<file path="config.mk">
export PLATFORM = sky130hd
export DESIGN_NAME = modulo_monitor_limite
export DESIGN_NICKNAME = d
export VERILOG_FILES = /design/src/rtl/modulo_monitor_limite_pkg.sv /design/src/rtl/modulo_contador_saturado.sv /design/src/rtl/modulo_monitor_limite.sv
export SDC_FILE = /design/constraint.sdc
export NUM_CORES = 1
export LEC_CHECK = 0
export CAP_MARGIN = 30
export CORE_ASPECT_RATIO = 0.9
export CORE_MARGIN = 10
export CORE_UTILIZATION = 43
export CTS_CLUSTER_DIAMETER = 40
export DETAILED_ROUTE_END_ITERATION = 8
export GPL_TIMING_DRIVEN = 0
export PLACE_DENSITY = 0.83
export SLEW_MARGIN = 10
export SYNTH_ARGS = -nofsm -noshare
export SYNTH_HDL_FRONTEND = slang
export SYNTH_HIERARCHICAL = 1
export SYNTH_SLANG_ARGS = --single-unit
</file>
<file path="constraint.sdc">
create_clock -name clk -period 1.7 [get_ports clk]
set_input_delay 0.425 -clock clk [delete_from_list [all_inputs] [get_ports clk]]
set_output_delay 0.425 -clock clk [all_outputs]
set_load 0.02 [all_outputs]
</file>
<file path="src/rtl/modulo_monitor_limite_pkg.sv">
// Shared constants for the threshold alarm monitor: state encoding,
// default persistence depth and alarm event counter width.
package modulo_monitor_limite_pkg;

   typedef enum logic [1:0] {
      NORMAL   = 2'd0,
      ARMING   = 2'd1,
      ALARM    = 2'd2,
      CLEARING = 2'd3
   } state_t;

   localparam int DEF_PERSIST = 3;
   localparam int EVT_W       = 5;

   function automatic logic one_hot3(input logic a, input logic b, input logic c);
      return ({a, b, c} == 3'b100) || ({a, b, c} == 3'b010) || ({a, b, c} == 3'b001);
   endfunction

endpackage

</file>
<file path="src/rtl/modulo_contador_saturado.sv">
// Saturating up-counter with synchronous reset; holds at all-ones.
import modulo_monitor_limite_pkg::*;

module modulo_contador_saturado #(
   parameter int W = EVT_W
) (
   input  logic         clk,
   input  logic         reset,
   input  logic         en,
   output logic [W-1:0] cnt
);

   always_ff @(posedge clk) begin
      if (reset) begin
         cnt <= '0;
      end else if (en && (cnt != {W{1'b1}})) begin
         cnt <= cnt + 1'b1;
      end
   end

endmodule

</file>
<file path="src/rtl/modulo_monitor_limite.sv">
// Alarm controller fed by a 5-bit magnitude comparator: persistence filter
// with hysteresis, onset pulse, saturating onset count, sticky format error.
import modulo_monitor_limite_pkg::*;

module modulo_monitor_limite #(
   parameter int PERSIST = DEF_PERSIST,
   parameter int CNT_W   = 3
) (
   input  logic             clk,
   input  logic             reset,
   input  logic             sample_en,
   input  logic             AltB,
   input  logic             AeqB,
   input  logic             AgtB,
   input  logic             err_clr,
   output logic             alarm,
   output logic             alarm_rise,
   output logic [EVT_W-1:0] event_cnt,
   output logic [1:0]       state,
   output logic             err
);

   localparam logic [CNT_W-1:0] PERSIST_C = CNT_W'(PERSIST);
   localparam logic [CNT_W-1:0] ONE_C     = CNT_W'(1);

   state_t           st;
   logic [CNT_W-1:0] pcnt;
   logic [CNT_W-1:0] pcnt_inc;
   logic             well_formed;
   logic             valid;
   logic             malformed;
   logic             onset;

   assign well_formed = one_hot3(AltB, AeqB, AgtB);
   assign valid       = sample_en && well_formed;
   assign malformed   = sample_en && !well_formed;
   assign pcnt_inc    = pcnt + 1'b1;

   // Onset only from the non-alarm side; CLEARING->ALARM is a return, not a new event.
   always_comb begin
      onset = 1'b0;
      if (valid && AgtB) begin
         if (st == NORMAL)
            onset = (PERSIST == 1);
         else if (st == ARMING)
            onset = (pcnt_inc == PERSIST_C);
      end
   end

   always_ff @(posedge clk) begin
      if (reset) begin
         st         <= NORMAL;
         pcnt       <= '0;
         alarm      <= 1'b0;
         alarm_rise <= 1'b0;
      end else begin
         alarm_rise <= onset;
         if (valid) begin
            case (st)
               NORMAL: begin
                  if (AgtB) begin
                     if (PERSIST == 1) begin
                        st    <= ALARM;
                        alarm <= 1'b1;
                     end else begin
                        st   <= ARMING;
                        pcnt <= ONE_C;
                     end
                  end
               end
               ARMING: begin
                  if (AgtB) begin
                     if (pcnt_inc == PERSIST_C) begin
                        st    <= ALARM;
                        pcnt  <= '0;
                        alarm <= 1'b1;
                     end else begin
                        pcnt <= pcnt_inc;
                     end
                  end else if (AltB) begin
                     st   <= NORMAL;
                     pcnt <= '0;
                  end
               end
               ALARM: begin
                  if (AltB) begin
                     if (PERSIST == 1) begin
                        st    <= NORMAL;
                        alarm <= 1'b0;
                     end else begin
                        st   <= CLEARING;
                        pcnt <= ONE_C;
                     end
                  end
               end
               CLEARING: begin
                  if (AltB) begin
                     if (pcnt_inc == PERSIST_C) begin
                        st    <= NORMAL;
                        pcnt  <= '0;
                        alarm <= 1'b0;
                     end else begin
                        pcnt <= pcnt_inc;
                     end
                  end else if (AgtB) begin
                     st   <= ALARM;
                     pcnt <= '0;
                  end
               end
               default: begin
                  st    <= NORMAL;
                  pcnt  <= '0;
                  alarm <= 1'b0;
               end
            endcase
         end
      end
   end

   // A malformed sample outranks a same-cycle clear.
   always_ff @(posedge clk) begin
      if (reset)
         err <= 1'b0;
      else if (malformed)
         err <= 1'b1;
      else if (err_clr)
         err <= 1'b0;
   end

   assign state = st;

   modulo_contador_saturado #(.W(EVT_W)) u_evt_cnt (
      .clk   (clk),
      .reset (reset),
      .en    (onset),
      .cnt   (event_cnt)
   );

endmodule

</file>
==> metrics <==
outcome complete, but fails checks; failing checks negative setup slack; most frequent cell after synthesis dfxtp_1; top_reg_cell synth dfxtp_1; Max Freq 581 MHz; max-cap violation count 0; commonest cells in the netlist dfxtp_1 (13), nor2_1 (7), a21oi_1 (6); register clock-pin slew on the reported worst setup and hold paths 0.08 ns; instance count of the mapped netlist 81; data required time of the critical path 1.88 ns; global-route wire length before repair 2880 um; Async S/R FF share, synth 0%; clock latency on the worst-skew pair 0.29 ns; VDD IR max 504 uV; EDFF count, synth 0; Netlist Area Pre-Place 739 um2; number of CTS-inserted buffers 3; Worst Setup Start Kind primary input; Global Route Usage Sum 9.61%; r2r worst-path depth 8; routability cong. 0.808; Longest Clk Path Bufs 2; part of the power in the clock network 34.1%; proportion of netlist area held by the largest area contributor 35.2%; final number of hold-violating endpoints 0; internal power of the cells 0.436 mW; number of detailed-route iterations in the first pass 4; endpoint type of the worst setup path register; Comb power frac 12.9%; Boundary Pins 17; Pwr Density 560 mW/mm2; cell area reported after detailed placement 971 um2; standard-cell row count 14; die height 59.3 um; final critical-path setup slack -0.0216 ns; count of nets left with antenna violations after detail routing 0; Least-Margin Pin Slew 0.407 ns; Register Area 263 um2; Hold Path Stages 2; share of the synthesized netlist area taken by xor and xnor gates 6.94%; half-perimeter wire length after detailed placement 1240 um; Sequential Power Share 53.1%; Die Area 0.00378 mm2; die extent in x 63.7 um; DR DRC count 0; area of the multi-input gates 509 um2; number of clock sinks seen by CTS 13; number of cells after detailed placement 120; initial antenna violation count 0; Post-Route WL 1730 um; basic-gate share of the synthesized area counting and, or, nand and nor cells 25.2%; endpoint arrival time on the critical path 1.90 ns; final-stage net count 116; number of filler cells placed in the layout 165; wire length on met1 724 um; post-synthesis register bit count 13; relative slew slack 72.9%; maximum level of the CTS H-tree 1; vias in the first global route 654; worst hold-check slack 0.482 ns; iteration-0 DRC count of the detailed router 16; overall power 0.585 mW; count of distinct cell types in the synthesized netlist 37; mean number of vias per cell 5.16; leading area contributor after synthesis dfxtp_1; Synthesized Nets 92; pin count of the biggest net entering global routing 11; Routed WL per cell 13.5 um; adder and majority gate portion of the synthesized area 6.77%; number of max-slew violations in the final report 0; number of warnings reported in the yosys synthesis log 6; highest fanout seen on the critical path 6; kind of critical path in -> reg; Seq/Total Area, Yosys 35.2%; compound-gate portion of the synthesized area 16.2%; diode count 0; shortest clock period the worst path allows after layout 1.72 ns; via count 661; main combinational cell family by area after synthesis simple AND/OR/NAND/NOR gates; number of standard cells in the layout, taps in and fillers out 128; reported leakage power 0.457 nW; sum of met3 wire segment lengths after detailed routing 140 um; post-placement worst setup slack -0.661 ns; initial standard-cell utilization of the core 44.9%; unrepaired setup endpoints after global routing yes; top metal layer carrying routed signals met4; switching power of the nets 0.149 mW; final setup violation count 1; Hold/Removal Path Class reg -> reg; cell at the root of the clock tree clkbuf_4; final worst path period share 101%; fraction of final layout cells sized beyond drive strength 1 25.0%; Buffers on Ports 15; multiplexer share of the synthesized area 5.58%; final design area excluding fillers 0.00105 mm2; total gr overflow 0; Worst Skew 0.00202 ns; routed wire length on met2 822 um; Area growth, synth to finish 41.5%; switching share of power 25.5%; average instance area after synthesis 9.13 um2; TritonCTS clock tree yes; dominant cells by area after synthesis dfxtp_1 (35%), ha_1 (6.8%), nor2b_1 (4.2%); Core Area 0.00165 mm2
[cell type report]
cell class	instances	area share, %
Buffer	5	3.47
Clock buffer	4	2.51
Inverter	2	0.718
Multi-Input combinational cell	61	48.7
Sequential cell	13	25.1
Tap cell	24	2.87
Timing Repair Buffer	19	16.6
[metal layers]
layer  vias up  track usage, %
met3         6            5.48
met5         -               0
li1        336               -
met1       304            10.0
met2        15            15.5
met4         0            4.67
[power groups by stage]
stage                     Clock (mW)  Sequential [mW]  Combinational [mW]
after floorplan                    0            0.321              0.0382
after global routing           0.220            0.311              0.0818
final                          0.199            0.311              0.0754
after CTS                      0.213            0.311              0.0725
after detailed placement           0            0.318              0.0719
after global placement             0            0.318              0.0696
[flip-flops by register name, indices dropped and copies added, names as in the netlist]
signal,cells
err,1
alarm,1
state,2
alarm_rise,1
pcnt,3
u_evt_cnt/cnt,5
[stage by stage]
stage / util, % / TNS (ns)
after global placement: 59.0 / -2.99
final: 63.5 / -0.0216
after global routing: 63.5 / -0.186
after floorplan: - / -0.0134
after CTS: 62.1 / -0.0332
after detailed placement: 59.0 / -3.45
[worst max-delay path, cell delays in order]
cell             delay (ns)
clkdlybuf4s50_1        0.47
nor2b_1                0.12
buf_4                  0.15
nand3_4                0.09
inv_2                  0.07
nor2b_4                0.14
nand4_1                0.13
mux2_4                 0.31
[path summary, 6_finish.rpt]
check             from                to  slack (ns)
max          sample_en  u_evt_cnt/cnt[3]       -0.02
min              alarm             alarm        0.48
max reg2reg    pcnt[1]  u_evt_cnt/cnt[3]       -0.01
min reg2reg      alarm             alarm        0.48
[cell families (layout without fill, tap and decap cells)]
family | Yosys count | after routing
AO/OA/AOI/OAI | 17 | 17
XOR/XNOR | 5 | 5
adder cells (fa/ha/maj) | 4 | 4
buffers and inverters | 7 | 30
flip-flops | 13 | 13
multiplexers | 4 | 4
AND/OR/NAND/NOR | 31 | 31
[placed cells by master (no fill, tap or decap), types with 2 or more instances in the layout]
cell type / n
mux2i_1: 3
ha_1: 3
clkbuf_4: 3
dlygate4sd2_1: 5
a21oi_1: 6
o21ai_1: 2
buf_4: 5
dfxtp_1: 11
xnor2_1: 2
nor2b_1: 5
o21ai_0: 2
clkbuf_2: 2
nand4_1: 2
nand3b_1: 2
clkdlybuf4s50_1: 7
nand2_1: 4
dfxtp_2: 2
dlymetal6s2s_1: 2
nor2_1: 7
[repair_timing]
action	in CTS	in global routing
gates resized for setup	10	4
endpoints found under the setup margin	9	6
cloned	0	0
hold buffers	0	0
setup buffers	1	3
pin swaps	2	1
(Power assumes the default switching activity.)
